[src/rtl/hazard_ctrl.sv]
// -----------------------------------------------------------------------------
// hazard_ctrl
//
// Pipeline hazard controller for the RISC-V core. Resolves what forwarding
// cannot: stalls one cycle on a load-use hazard, squashes IF/ID and ID/EX on a
// taken branch/jump, and sequences multi-cycle MUL/DIV operations through a
// start/done handshake guarded by a watchdog. A saturating counter tracks the
// number of cycles in which the PC was held.
//
// Build option:
//   HAZARD_MULDIV_EN  defined   -> MD_WAIT state, watchdog and MUL/DIV handshake
//                     undefined -> EX_MulDiv/MD_Done ignored; MD_Start,
//                                  ID_EXHold, EX_MEMFlush, MD_Error tied to 0
//
// Parameters:
//   MD_TIMEOUT  max cycles spent in MD_WAIT before the watchdog releases
//   CNT_W       width of Stall_Cnt
//
// Ports:
//   clk, rst            clock; asynchronous active-high reset
//   IF_IDRs1/Rs2        source registers of the instruction in ID
//   IF_IDUsesRs2        ID instruction reads rs2
//   ID_EXMemRead        EX instruction is a load
//   ID_EXRegRd          destination register of the EX instruction
//   EX_BranchTaken      branch/jump resolved taken in EX
//   EX_MulDiv           EX instruction is a MUL/DIV
//   MD_Done             multi-cycle unit result valid (one-cycle pulse)
//   PC_Write            PC load enable
//   IF_IDWrite          IF/ID load enable
//   IF_IDFlush          clear IF/ID to a NOP
//   ID_EXFlush          clear ID/EX to a bubble
//   ID_EXHold           hold ID/EX
//   EX_MEMFlush         insert a bubble into EX/MEM
//   MD_Start            one-cycle start pulse to the MUL/DIV unit
//   MD_Error            sticky watchdog flag
//   Stall_Cnt           saturating count of stalled cycles
//
// States:
//   RUN     | normal flow: branch flush, MUL/DIV launch, load-use bubble
//   MD_WAIT | MUL/DIV in flight: pipeline held until MD_Done or watchdog
// -----------------------------------------------------------------------------
module hazard_ctrl #(
  parameter int MD_TIMEOUT = 64,
  parameter int CNT_W      = 16
) (
  input  logic             clk,
  input  logic             rst,
  input  logic [4:0]       IF_IDRs1,
  input  logic [4:0]       IF_IDRs2,
  input  logic             IF_IDUsesRs2,
  input  logic             ID_EXMemRead,
  input  logic [4:0]       ID_EXRegRd,
  input  logic             EX_BranchTaken,
  input  logic             EX_MulDiv,
  input  logic             MD_Done,
  output logic             PC_Write,
  output logic             IF_IDWrite,
  output logic             IF_IDFlush,
  output logic             ID_EXFlush,
  output logic             ID_EXHold,
  output logic             EX_MEMFlush,
  output logic             MD_Start,
  output logic             MD_Error,
  output logic [CNT_W-1:0] Stall_Cnt
);

  typedef enum logic [1:0] {
    RUN     = 2'b00,
    MD_WAIT = 2'b01
  } state_t;

  state_t            state_q;
  state_t            state_d;
  logic              lu;
  logic [CNT_W-1:0]  cnt_q;

  // x0 is hardwired to zero, so a load targeting it never creates a hazard.
  assign lu = ID_EXMemRead && (ID_EXRegRd != 5'd0) &&
              ((ID_EXRegRd == IF_IDRs1) ||
               (IF_IDUsesRs2 && (ID_EXRegRd == IF_IDRs2)));

`ifdef HAZARD_MULDIV_EN
  localparam int WD_W = (MD_TIMEOUT > 1) ? $clog2(MD_TIMEOUT) : 1;

  logic [WD_W-1:0] wd_q;
  logic [WD_W-1:0] wd_d;
  logic            wd_hit;
  logic            err_q;
  logic            err_d;

  assign wd_hit   = (wd_q == WD_W'(MD_TIMEOUT - 1));
  assign MD_Error = err_q;

  always_ff @(posedge clk or posedge rst) begin
    if (rst) begin
      state_q <= RUN;
      wd_q    <= '0;
      err_q   <= 1'b0;
    end else begin
      state_q <= state_d;
      wd_q    <= wd_d;
      err_q   <= err_d;
    end
  end
`else
  logic unused_md;

  assign unused_md = EX_MulDiv ^ MD_Done;
  assign MD_Error  = 1'b0;

  always_ff @(posedge clk or posedge rst) begin
    if (rst) begin
      state_q <= RUN;
    end else begin
      state_q <= state_d;
    end
  end
`endif

  always_comb begin
    state_d     = state_q;
`ifdef HAZARD_MULDIV_EN
    wd_d        = wd_q;
    err_d       = err_q;
`endif
    PC_Write    = 1'b1;
    IF_IDWrite  = 1'b1;
    IF_IDFlush  = 1'b0;
    ID_EXFlush  = 1'b0;
    ID_EXHold   = 1'b0;
    EX_MEMFlush = 1'b0;
    MD_Start    = 1'b0;

    case (state_q)
      RUN: begin
        // A taken branch discards the ID instruction, so any load-use
        // hazard it carries is moot.
        if (EX_BranchTaken) begin
          IF_IDFlush = 1'b1;
          ID_EXFlush = 1'b1;
`ifdef HAZARD_MULDIV_EN
        end else if (EX_MulDiv) begin
          MD_Start    = 1'b1;
          PC_Write    = 1'b0;
          IF_IDWrite  = 1'b0;
          ID_EXHold   = 1'b1;
          EX_MEMFlush = 1'b1;
          wd_d        = '0;
          state_d     = MD_WAIT;
`endif
        end else if (lu) begin
          PC_Write   = 1'b0;
          IF_IDWrite = 1'b0;
          ID_EXFlush = 1'b1;
        end
      end
`ifdef HAZARD_MULDIV_EN
      MD_WAIT: begin
        // The release cycle uses default outputs so the result moves into
        // EX/MEM; EX_MulDiv is still high here but only RUN looks at it.
        if (MD_Done) begin
          state_d = RUN;
        end else if (wd_hit) begin
          err_d   = 1'b1;
          state_d = RUN;
        end else begin
          PC_Write    = 1'b0;
          IF_IDWrite  = 1'b0;
          ID_EXHold   = 1'b1;
          EX_MEMFlush = 1'b1;
          wd_d        = wd_q + 1'b1;
        end
      end
`endif
      default: begin
        state_d = RUN;
      end
    endcase

    // Reset squashes the front of the pipeline and freezes the PC.
    if (rst) begin
      PC_Write    = 1'b0;
      IF_IDWrite  = 1'b0;
      IF_IDFlush  = 1'b1;
      ID_EXFlush  = 1'b1;
      ID_EXHold   = 1'b0;
      EX_MEMFlush = 1'b0;
      MD_Start    = 1'b0;
    end
  end

  always_ff @(posedge clk or posedge rst) begin
    if (rst) begin
      cnt_q <= '0;
    end else if (!PC_Write && (cnt_q != {CNT_W{1'b1}})) begin
      cnt_q <= cnt_q + 1'b1;
    end
  end

  assign Stall_Cnt = cnt_q;

endmodule
[config.mk]
export PLATFORM = sky130hd
export DESIGN_NAME = hazard_ctrl
export DESIGN_NICKNAME = d
export VERILOG_FILES = /design/src/rtl/hazard_ctrl.sv
export SDC_FILE = /design/constraint.sdc
export NUM_CORES = 1
export LEC_CHECK = 0
export ABC_AREA = 1
export BUFFER_PORTS_ARGS = -buffer_cell sky130_fd_sc_hd__buf_4
export CAP_MARGIN = 0
export CORE_ASPECT_RATIO = 1.1
export CORE_UTILIZATION = 49
export DETAILED_ROUTE_END_ITERATION = 8
export PLACE_DENSITY_LB_ADDON = 0.15
export SYNTH_ARGS = -nofsm -noshare
export SYNTH_HDL_FRONTEND = slang
export SYNTH_SLANG_ARGS = --single-unit
[constraint.sdc]
create_clock -name clk -period 1.7 [get_ports clk]
set_clock_uncertainty 0.05 [all_clocks]
set_input_delay 0.085 -clock clk [delete_from_list [all_inputs] [get_ports clk]]
set_output_delay 0.085 -clock clk [all_outputs]
set_load 0.02 [all_outputs]
# ---- Yosys cells after proc, flatten, opt, wreduce, memory -nomap -nowiden
# Cells that the tools add are included.
dict set report op_classes {
  add_sub_neg 1
  multipliers 0
  n_div 0
  magnitude_cmp 0
  n_eq_ne 3
  n_shift 0
  muxes 8
  n_bitwise 0
  reduce_logical 7
}
# op count
set op_table {}
lappend op_table {{16-bit by 1-bit adder with 16-bit output, second input constant} 1}
lappend op_table {{16-bit inequality test, second input constant} 1}
lappend op_table {{5-bit == test} 2}
lappend op_table {{1-bit two-way mux} 8}
lappend op_table {{5-bit nonzero test} 1}
lappend op_table {{1-bit logical AND} 4}
lappend op_table {{1-bit logical NOT} 1}
lappend op_table {{1-bit logical OR} 1}
dict set report word_totals {
  register_bits 16
  latchBits 0
  ramBits 0
  rom_bits 0
  in_bits 22
  n_memories 0
}

# ---- Longest topological paths before layout
# Gate-level depths: netlist of the first run.
dict set report logic_depth {
  depth_word 9
  depth_mapped 12
  depth_no_buf 11
}

# ---- Least setup slack after synthesis of the first run
# No wires, ideal clock.
dict set report synth_path {
  kind {flip-flop to flip-flop}
  startpoint {register cnt_q[0] (netlist: Stall_Cnt[0])}
  endpoint {register cnt_q[8] (netlist: Stall_Cnt[8])}
  setup_ns 0.118
  arrival_ns 1.486
  t_required_ns 1.532
  slack_ns 0.046
  path_stages_with_launch 8
  path_cell_list {dfrtp_1 -> ha_1 -> nand2_1 -> nor2_4 -> nand4_4 -> buf_2 -> nand3_1 -> nand2_1}
}
dict set report synth_between {
  elab_chain_cells 2
}
# item line
set synth_rtl {}
lappend synth_rtl {{from (decl)} 75} ;# logic [CNT_W-1:0] cnt_q;
lappend synth_rtl {{from (signal assigned)} 196} ;# cnt_q <= cnt_q + 1'b1;
lappend synth_rtl {{branches (longest 2 deep; another with 16-bit by 1-bit adder with 16-bit output)} --}
# Parallel ways; which one is timed is not known.
# A chain may end at the register's enable or synchronous reset.

# ---- Worst setup path in the final report of the first run
dict set report layout_path {
  startpoint {register cnt_q[0] (netlist: Stall_Cnt[0])}
  endpoint {register cnt_q[1] (netlist: Stall_Cnt[1])}
}
# Same word-level chain as after synthesis.

==> key figures, run 1 <==
Placed design
  – Detailed placement HPWL: 2253 um
  – DP Area: 1642 um^2
  – Port-buffer cells: 39
  – GPL Wtd Cong: 0.8533

Clock tree
  – CTS max path bufs: 2
  – TritonCTS clock tree: yes
  – H-tree Lvls: 1
  – Root Driver: clkbuf_4
  – Total CTS buffers: 3
  – Worst-path clk slew: 0.09 ns
  – Worst-Skew Late Latency: 0.29 ns
  – CTS Sinks: 16

Status
  – Status: finished, final reports clean

Die
  – Die Width: 50.83 um
  – Starting Density: 0.5148
  – Row cnt: 19
  – # IOs: 46
  – Core area: 2496 um^2
  – Die Span Y: 55.71 um
  – Die ar.: 2831 um^2

Synth
  – Xor/xnor share of the synthesized area: 0.09542
  – Mux cell area share after synthesis: 0
  – Post-synthesis sequential area ratio: 0.3116
  – Synth warn: 0
  – Number of synthesized register bits: 16
  – Main combinational cell family by area after synthesis: simple AND/OR/NAND/NOR gates
  – Top-count cell post-synth: nand2_1
  – Distinct cells, synth: 21
  – Share of the synthesized area in the top cell type: 0.3116
  – Gate Count Post-Synth: 198
  – Syn_area_per_cell: 6.490 um^2
  – Synth Flop Type: dfrtp_1
  – Dominant cell type by area after synthesis: dfrtp_1
  – Synth Area in Compound Gates: 0.003895
  – Mapped Area: 1285 um^2
  – Post-synth top cells: nand2_1 (75), nand3_1 (30), inv_1 (24), nor2_1 (18), dfrtp_1 (16)
  – Adder-cell area share of the yosys netlist: 0.009737
  – Share of flip-flops with an asynchronous set or reset: 1.000
  – Post-synthesis simple-gate area fraction: 0.4528
  – Synth top area cells: dfrtp_1 (31%), nand2_1 (22%), nand3_1 (12%), inv_1 (7.0%), xor2_1 (6.1%)
  – EDFF count, synth: 0

Critical path
  – Crit-path leading delay family: simple AND/OR/NAND/NOR gates
  – Crit. End Element: register
  – Max stage delay on crit path: 0.36 ns
  – Crit Path Category: register to register
  – Cell mode on critical path: nand2_1
  – Critical Path RT: 1.84 ns
  – Crit start category: register
  – Crit path max fanout: 8
  – CP Data Arrival Time: 1.70 ns
  – Crit path max-delay cell type: dfrtp_1
  – Crit path cell chain: ha_1 -> nand2_1 -> nor2_4 -> nand4_4 -> buf_4 -> nand3_1 -> nand2_1
  – CP bufs+invs: 1

STA
  – RSZ-0062 raised after global routing: no
  – Final hold viol count: 0
  – Total negative slack: 0 ns
  – Final count of pins violating max slew: 0
  – Crit share post-route: 0.9135
  – Setup violators final: 0
  – Fmax: 644.0 MHz
  – Min cycle time layout: 1.553 ns

GRT
  – Initial antenna violation count: 0
  – Largest net degree at the start of global routing: 20
  – Total Routing Usage GR: 0.2363
  – Vias in the first global route: 1207
  – Overflow after GRT: 0
  – First-pass GRT wire length: 5168 um

Power and ir drop
  – Combinational group share of total power: 0.396
  – Pint: 778.0 uW
  – Sequential share of power: 0.394
  – NetSw: 447.7 uW
  – Lkg Pwr: 0.9701 nW
  – Clock power frac: 0.210
  – Max rail drop VDD: 0.6853 mV
  – Switch share: 0.3652
  – Cell area power density: 714.0 nW/um^2

Worst hold path
  – HP Class: input pin to register

Route
  – Vias post-DR: 1310
  – Router iterations before antenna repair: 4
  – Detailed Route Iter0 Violations: 45
  – WL/cell: 10.37 um
  – Routed Wire Length: 2892 um
  – Routed Antenna Nets: 0
  – Vias/cell: 4.695
  – Post-route DRC: 0

Job
  – Total of max-cap violations: 0

Cells and area
  – # diodes: 0
  – Synth-to-Final Area Change: 33.59%
  – Share of layout cells above drive strength 1: 0.2500
  – Filler cells: 254
  – Max FFs per register: 16
  – Final Instance Area: 1717 um^2
  – Nets@finish: 272
-- path summary, 6_finish.rpt --
check | cells after the start | startpoint | slack (ns) | to
min | 6 | EX_BranchTaken | 0.30 | Stall_Cnt[15]$_DFFE_PP0P_
max reg2reg | 7 | Stall_Cnt[0]$_DFFE_PP0P_ | 0.15 | Stall_Cnt[1]$_DFFE_PP0P_
max in group asynchronous | 4 | rst | 1.09 | Stall_Cnt[9]$_DFFE_PP0P_
min in group asynchronous | 4 | rst | 0.38 | Stall_Cnt[2]$_DFFE_PP0P_
min reg2reg | 2 | Stall_Cnt[15]$_DFFE_PP0P_ | 0.48 | Stall_Cnt[15]$_DFFE_PP0P_
max | 7 | Stall_Cnt[0]$_DFFE_PP0P_ | 0.15 | Stall_Cnt[1]$_DFFE_PP0P_
-- worst reg2reg max path, cell delays in order, from the launching register on --
cell	delay [ns]
dfrtp_1	0.36
ha_1	0.17
nand2_1	0.11
nor2_4	0.20
nand4_4	0.22
buf_4	0.22
nand3_1	0.07
nand2_1	0.05
-- what timing repair did --
action	CTS	global route
endpoints found under the hold margin	16	0
hold buffers	1	0
gates resized for setup	0	1
endpoints found under the setup margin	0	15
buffers inserted	0	1
-- power groups by stage --
stage	clock [mW]	sequential (mW)	combinational [mW]
detailed placement	0	0.489	0.482
CTS	0.269	0.482	0.487
floorplan	0	0.561	0.204
global placement	0	0.488	0.475
finish	0.258	0.482	0.486
global route	0.284	0.495	0.541
-- cells by family after synthesis --
group	after synthesis
xor+xnor	14
compound gates	1
flops	16
buf+inv	34
other cells	1
fa+ha+maj	1
simple gates	131
-- layout make-up --
cell class / instances / area [um^2] / area share
clock buffer: 4 / 36.28 / 0.02114
inverter: 26 / 97.59 / 0.05685
multi-input combinational: 151 / 745.7 / 0.4344
sequential: 16 / 400.4 / 0.2332
tap: 31 / 38.79 / 0.02259
timing repair buffer: 51 / 397.9 / 0.2318
-- per-stage QoR --
step	std cells	worst slack, ns	hold WS, ns	utilization	total power [mW]
after CTS	278	0.1001	0.2785	0.6762	1.238
after global placement	273	0.1287	0.1393	0.6576	0.9627
final	279	0.1471	0.2991	0.6877	1.226
after floorplan	201	0.04611	-0.002446	-	0.7651
after detailed placement	273	0.1197	0.1326	0.6576	0.9709
after global routing	279	0.02977	0.3325	0.6877	1.320
-- cell usage in the layout, fill, tap and decap left out, types with 2 or more instances in the layout --
cell,n
nand2_1,75
buf_4,49
nand3_1,30
inv_1,24
nor2_1,18
dfrtp_1,16
xor2_1,9
xnor2_1,5
conb_1,4
clkbuf_4,3
inv_2,2
-- routing by layer --
layer | vias up | track usage | routed length (um)
li1 | 703 | - | -
met1 | 576 | 0.3206 | 1356
met2 | 27 | 0.3924 | 1416
met3 | 4 | 0.03279 | 86
met4 | 0 | 0.05952 | 33
met5 | - | 0 | 0
(Power assumes the default switching activity.)
==> run 2, diff against run 1 <==
--- a/config.mk
+++ b/config.mk
@@ -11,7 +11,7 @@
 export CORE_ASPECT_RATIO = 1.1
 export CORE_UTILIZATION = 49
 export DETAILED_ROUTE_END_ITERATION = 8
-export PLACE_DENSITY_LB_ADDON = 0.15
+export PLACE_DENSITY = 0.85
 export SYNTH_ARGS = -nofsm -noshare
 export SYNTH_HDL_FRONTEND = slang
 export SYNTH_SLANG_ARGS = --single-unit
==> run 2 against run 1 <==
Die area did not move. Register-to-register slack barely moved. Final cell count fell by 2.2%. Sequential power rose by 3%. Worst setup slack got worse by 0.014 ns. Largest cell class unchanged. Wire length rose by 3.9%. Critical path type unchanged. Count of clock-buffer cells in the layout did not move. Global-route usage rose by 0.31 points.
==> key figures, run 2 (synthesized netlist as in run 1, its figures left out) <==
Clock tree
  – CTS max path bufs: 2 (unchanged)
  – Worst-Skew Late Latency: 0.30 ns (about the same)
  – CTS Sinks: 16 (unchanged)
  – Root Driver: clkbuf_4
  – Total CTS buffers: 3 (unchanged)
  – TritonCTS clock tree: yes
  – PostCTS Resize Cnt: 0 (unchanged)
  – H-tree Lvls: 1 (unchanged)
  – Worst-path clk slew: 0.10 ns (about the same)

Critical path
  – Crit path cell chain: ha_1 -> nand2_1 -> nor2_4 -> nand4_4 -> buf_4 -> nand3_1 -> nand2_1
  – RR Endpoint: Stall_Cnt[6]$_DFFE_PP0P_
  – Max stage delay on crit path: 0.36 ns (about the same)
  – Crit path max fanout: 10 (+2)
  – Crit. End Element: register
  – Worst Setup EP: Stall_Cnt[6]$_DFFE_PP0P_
  – Worst reg-to-reg path cell count: 7 (unchanged)
  – Crit Path Category: register to register
  – Crit start category: register
  – CP Data Arrival Time: 1.71 ns (about the same)
  – CP startpoint: Stall_Cnt[0]$_DFFE_PP0P_
  – Worst r2r src: Stall_Cnt[0]$_DFFE_PP0P_
  – Critical Path RT: 1.85 ns (about the same)
  – Setup slack, reg-to-reg: 0.13 ns (about the same)
  – Crit path max-delay cell type: dfrtp_1
  – Cell mode on critical path: nand2_1

GRT
  – M1 GR Usage: 0.2972 (-0.02335)
  – First-pass GRT wire length: 5209 um (+0.79%)
  – GR peak layer: met2
  – Largest net degree at the start of global routing: 20 (unchanged)
  – Overflow after GRT: 0 (unchanged)
  – Total Routing Usage GR: 0.2394 (+0.003104)
  – Met3 Usage GRT: 0.03552 (+0.002732)
  – Vias in the first global route: 1182 (-2.1%)
  – Initial antenna violation count: 0 (unchanged)
  – Routing usage on met2: 0.4152 (+0.02286)

Cells and area
  – Max FFs per register: 16 (unchanged)
  – # diodes: 0 (unchanged)
  – Nets@finish: 266 (-2.2%)
  – Synth-to-Final Area Change: 28.43%
  – Share of layout cells above drive strength 1: 0.2314 (-0.01860)
  – Most frequent cells in the layout: nand2_1 (75), buf_4 (44), nand3_1 (30), inv_1 (24), nor2_1 (18)
  – Final Instance Area: 1650 um^2 (-3.9%)
  – Commonest non-fill, non-tap cell in the layout: nand2_1
  – Filler cells: 242 (-4.7%)
  – Non-filler cells, final: 273 (-2.2%)

Route
  – WL/cell: 11.00 um (+6.2%)
  – Routed Antenna Nets: 0 (unchanged)
  – Routed Wire Length: 3004 um (+3.9%)
  – Router iterations before antenna repair: 4 (unchanged)
  – Detailed Route Iter0 Violations: 21 (-53%)
  – Vias/cell: 4.938 (+5.2%)
  – Vias post-DR: 1348 (+2.9%)
  – Post-route DRC: 0 (unchanged)

STA
  – Setup violators final: 0 (unchanged)
  – Final hold viol count: 0 (unchanged)
  – Hold slack: 0.2804 ns (-0.01870 ns)
  – Crit share post-route: 0.9215 (+0.008063)
  – Min cycle time layout: 1.567 ns (+0.01371 ns)
  – RSZ-0062 raised after global routing: no
  – Final count of pins violating max slew: 0 (unchanged)
  – Total negative slack: 0 ns (unchanged)
  – Fmax: 638.3 MHz (-0.87%)

Die
  – Die ar.: 2831 um^2 (unchanged)
  – Starting Density: 0.5148 (unchanged)
  – Core area: 2496 um^2 (unchanged)
  – Die Span Y: 55.71 um (unchanged)
  – Row cnt: 19 (unchanged)
  – Die Width: 50.83 um (unchanged)
  – # IOs: 46 (unchanged)

Placed design
  – Detailed placement HPWL: 2261 um (+0.38%)
  – DP Area: 1604 um^2 (-2.3%)
  – DP Cell Count: 268 (-1.8%)
  – Port-buffer cells: 39 (unchanged)
  – GPL Wtd Cong: 0.9084 (+6.5%)

Job
  – Total of max-cap violations: 0 (unchanged)

Power and ir drop
  – Lkg Pwr: 0.9311 nW (-4.0%)
  – Max rail drop VDD: 0.7678 mV (+12%)
  – Cell area power density: 733.1 nW/um^2 (+2.7%)

Worst hold path
  – WHS Path Cells: 6 (unchanged)
  – HP Class: input pin to register

Status
  – Status: finished, final reports clean
[run 2: worst min path at each step]
stage                        start                       end  slack, ns
floorplan                      rst  Stall_Cnt[0]$_DFFE_PP0P_     -0.002
global placement               rst  Stall_Cnt[9]$_DFFE_PP0P_       0.21
detailed placement             rst  Stall_Cnt[9]$_DFFE_PP0P_       0.21
CTS                 EX_BranchTaken  Stall_Cnt[8]$_DFFE_PP0P_       0.28
global route        EX_BranchTaken  Stall_Cnt[8]$_DFFE_PP0P_       0.31
finish              EX_BranchTaken  Stall_Cnt[8]$_DFFE_PP0P_       0.28
[run 2: through the flow]
step	setup slack, ns	util	power [mW]
6_report	0.1334	0.6612	1.210
5_1_grt	0.05534	0.6612	1.288
4_1_cts	0.1304	0.6612	1.213
3_5_place_dp	0.1564	0.6426	0.9465
3_3_place_gp	0.1828	0.6426	0.9343
2_1_floorplan	0.04611	-	0.7651
[run 2: layout make-up]
| cell class | instances | area, um^2 | area share |
|---|---|---|---|
| Timing Repair Buffer | 45 | 340.3 | 0.2062 |
| Tap cell | 31 | 38.79 | 0.02350 |
| Inverter | 26 | 97.59 | 0.05914 |
| Multi-Input combinational cell | 151 | 737.0 | 0.4466 |
| Clock buffer | 4 | 36.28 | 0.02199 |
| Sequential cell | 16 | 400.4 | 0.2426 |
[run 2: report_power, final]
part | switching (mW) | total [mW] | internal [mW]
clock | 0.135 | 0.266 | 0.131
sequential | 0.0674 | 0.496 | 0.429
combinational | 0.252 | 0.448 | 0.196
total | 0.454 | 1.21 | 0.756
[run 2: worst max-delay path, delay by kind of cell, from the launching register on]
kind	cells	cell delay [ns]
simple gates	5	0.62
flops	1	0.36
buf+inv	1	0.23
fa+ha+maj	1	0.21
[run 2: per-layer routing]
metal	up-vias	wire length (um)
met2	39	1516
met3	7	156
met1	618	1272
li1	684	-
met5	-	0
met4	0	58
[run 2: what timing repair did]
| item | CTS | global route |
|---|---|---|
| hold endpoints to repair | 16 | 0 |
| hold buffers | 1 | 0 |
| buffers inserted | 0 | 0 |
==> run 3, diff against run 2 <==
--- a/config.mk
+++ b/config.mk
@@ -6,12 +6,13 @@
 export NUM_CORES = 1
 export LEC_CHECK = 0
 export ABC_AREA = 1
+export ABC_CLOCK_PERIOD_IN_PS = 1700
 export BUFFER_PORTS_ARGS = -buffer_cell sky130_fd_sc_hd__buf_4
 export CAP_MARGIN = 0
 export CORE_ASPECT_RATIO = 1.1
-export CORE_UTILIZATION = 49
+export CORE_UTILIZATION = 35
 export DETAILED_ROUTE_END_ITERATION = 8
-export PLACE_DENSITY = 0.85
+export PLACE_DENSITY = 0.66
 export SYNTH_ARGS = -nofsm -noshare
 export SYNTH_HDL_FRONTEND = slang
 export SYNTH_SLANG_ARGS = --single-unit
==> run 3 against run 2 <==
Die area is 38% higher. Non-clock buffer count unchanged. Combinational power is 2% lower. Flip-flop and latch count unchanged. Register-to-register slack improved by 0.05 ns. Via count is 4.9% lower. Sequential power is essentially flat. Maximum frequency up 3.6%. First-iteration DRC count increased by 130%. Core utilization is 17 points lower. Final cell count increased by 6.2%. Power fell by 1.0%. Largest power group unchanged.
==> key figures, run 3 (synthesized netlist as in run 1, its figures left out) <==
Status
  – Status: finished, final reports clean

Route
  – Post-route DRC: 0 (unchanged)
  – Routed Wire Length: 2861 um (-4.8%)
  – Vias/cell: 4.421 (-10%)
  – Router iterations before antenna repair: 4 (unchanged)
  – Detailed Route Iter0 Violations: 48 (+130%)
  – Vias post-DR: 1282 (-4.9%)
  – WL/cell: 9.866 um (-10%)
  – Routed Antenna Nets: 0 (unchanged)

Clock tree
  – CTS Sinks: 16 (unchanged)
  – Root Driver: clkbuf_4
  – # Post-CTS Setup Buffers: 0 (unchanged)
  – PostCTS Resize Cnt: 0 (unchanged)
  – Worst-path clk slew: 0.10 ns (about the same)
  – H-tree Lvls: 1 (unchanged)
  – Hold-fix buffers, CTS: 1 (unchanged)
  – Total CTS buffers: 3 (unchanged)
  – TritonCTS clock tree: yes
  – Worst-Skew Late Latency: 0.29 ns (about the same)
  – CTS max path bufs: 2 (unchanged)

Cells and area
  – Nets@finish: 266 (unchanged)
  – Final Instance Area: 1672 um^2 (+1.3%)
  – Synth-to-Final Area Change: 30.09%
  – Most frequent cells in the layout: nand2_1 (75), buf_4 (44), nand3_1 (30), inv_1 (24), nor2_1 (18)
  – Commonest non-fill, non-tap cell in the layout: nand2_1
  – Final design utilization: 0.4897 (-0.1714)
  – Filler cells: 384 (+59%)
  – Max FFs per register: 16 (unchanged)
  – Non-filler cells, final: 290 (+6.2%)
  – Multi-input gate area: 737.0 um^2 (unchanged)
  – # diodes: 0 (unchanged)
  – Share of layout cells above drive strength 1: 0.2314 (unchanged)
  – Register area: 400.4 um^2 (unchanged)

Critical path
  – Critical Path RT: 1.85 ns (about the same)
  – Crit path max fanout: 3 (-7)
  – Crit start category: register
  – Crit. End Element: register
  – Crit Path Category: register to register
  – CP Data Arrival Time: 1.66 ns (-0.05 ns)

Power and ir drop
  – Max rail drop VDD: 0.5077 mV (-34%)
  – Cell area power density: 716.3 nW/um^2 (-2.3%)
  – Overall Power: 1.197 mW (-1.0%)
  – Lkg Pwr: 0.9298 nW (-0.14%)

Job
  – Total of max-cap violations: 0 (unchanged)

STA
  – Fmax: 661.3 MHz (+3.6%)
  – Final count of pins violating max slew: 0 (unchanged)
  – Crit share post-route: 0.8895 (-0.03207)
  – Setup WS post-layout: 0.1879 ns (+0.05451 ns)
  – Hold slack: 0.2863 ns (+0.005852 ns)
  – Min cycle time layout: 1.512 ns (-0.05451 ns)
  – RSZ-0062 raised after global routing: no
  – Total negative slack: 0 ns (unchanged)
  – Final hold viol count: 0 (unchanged)
  – Setup violators final: 0 (unchanged)

Die
  – Row cnt: 22 (+3)
  – # IOs: 46 (unchanged)
  – Core area: 3413 um^2 (+37%)
  – Starting Density: 0.3765 (-0.1383)
  – Die Width: 59.77 um (+18%)
  – Die ar.: 3918 um^2 (+38%)
  – Die Span Y: 65.55 um (+18%)

GRT
  – Vias in the first global route: 1142 (-3.4%)
  – First-pass GRT wire length: 4823 um (-7.4%)
  – Largest net degree at the start of global routing: 20 (unchanged)
  – Overflow after GRT: 0 (unchanged)
  – Initial antenna violation count: 0 (unchanged)
  – Total Routing Usage GR: 0.1601 (-0.07923)

Placed design
  – DP Area: 1625 um^2 (+1.3%)
  – GPL Wtd Cong: 0.8379 (-7.8%)
  – Dpl ws: 0.2013 ns (+0.04497 ns)
  – Detailed placement HPWL: 2210 um (-2.3%)
  – DP Cell Count: 285 (+6.3%)
  – Port-buffer cells: 39 (unchanged)

Worst hold path
  – HP Class: input pin to register
[run 3: cell counts in the layout (fill, tap and decap cells not counted)]
No cell type changed its count.
[run 3: critical path, cell delays in order, from the launching register on]
cell,delay (ns)
dfrtp_1,0.37
ha_1,0.21
nand2_1,0.12
nor2_1,0.23
nand3_1,0.15
xor2_1,0.16
nand3_1,0.08
nand2_1,0.05
[run 3: final cells by class]
| type | count | area share |
|---|---|---|
| multi-input combinational | 151 | 0.4409 |
| sequential | 16 | 0.2395 |
| timing repair buffer | 45 | 0.2036 |
| inverter | 26 | 0.05838 |
| tap | 48 | 0.03593 |
| clock buffer | 4 | 0.02171 |
[run 3: worst paths after layout]
check | startpoint | to | slack [ns] | cells after the start
max | Stall_Cnt[0]$_DFFE_PP0P_ | Stall_Cnt[12]$_DFFE_PP0P_ | 0.19 | 7
min | EX_BranchTaken | Stall_Cnt[9]$_DFFE_PP0P_ | 0.29 | 6
max reg2reg | Stall_Cnt[0]$_DFFE_PP0P_ | Stall_Cnt[12]$_DFFE_PP0P_ | 0.19 | 7
min reg2reg | Stall_Cnt[15]$_DFFE_PP0P_ | Stall_Cnt[15]$_DFFE_PP0P_ | 0.49 | 2
max in group asynchronous | rst | Stall_Cnt[2]$_DFFE_PP0P_ | 0.97 | 4
min in group asynchronous | rst | Stall_Cnt[9]$_DFFE_PP0P_ | 0.45 | 4
[run 3: per-layer routing]
metal / vias up / routed length (um) / global-route usage
li1: 685 / - / -
met1: 565 / 1367 / 0.2054
met2: 27 / 1325 / 0.2653
met3: 5 / 126 / 0.02559
met4: 0 / 42 / 0.06105
met5: - / 0 / 0
[run 3: power breakdown]
| group | internal (mW) | leakage [nW] | switching (mW) | total [mW] |
|---|---|---|---|---|
| Clock | 0.131 | 0.0210 | 0.129 | 0.259 |
| Sequential | 0.429 | 0.217 | 0.0687 | 0.497 |
| Combinational | 0.196 | 0.692 | 0.244 | 0.440 |
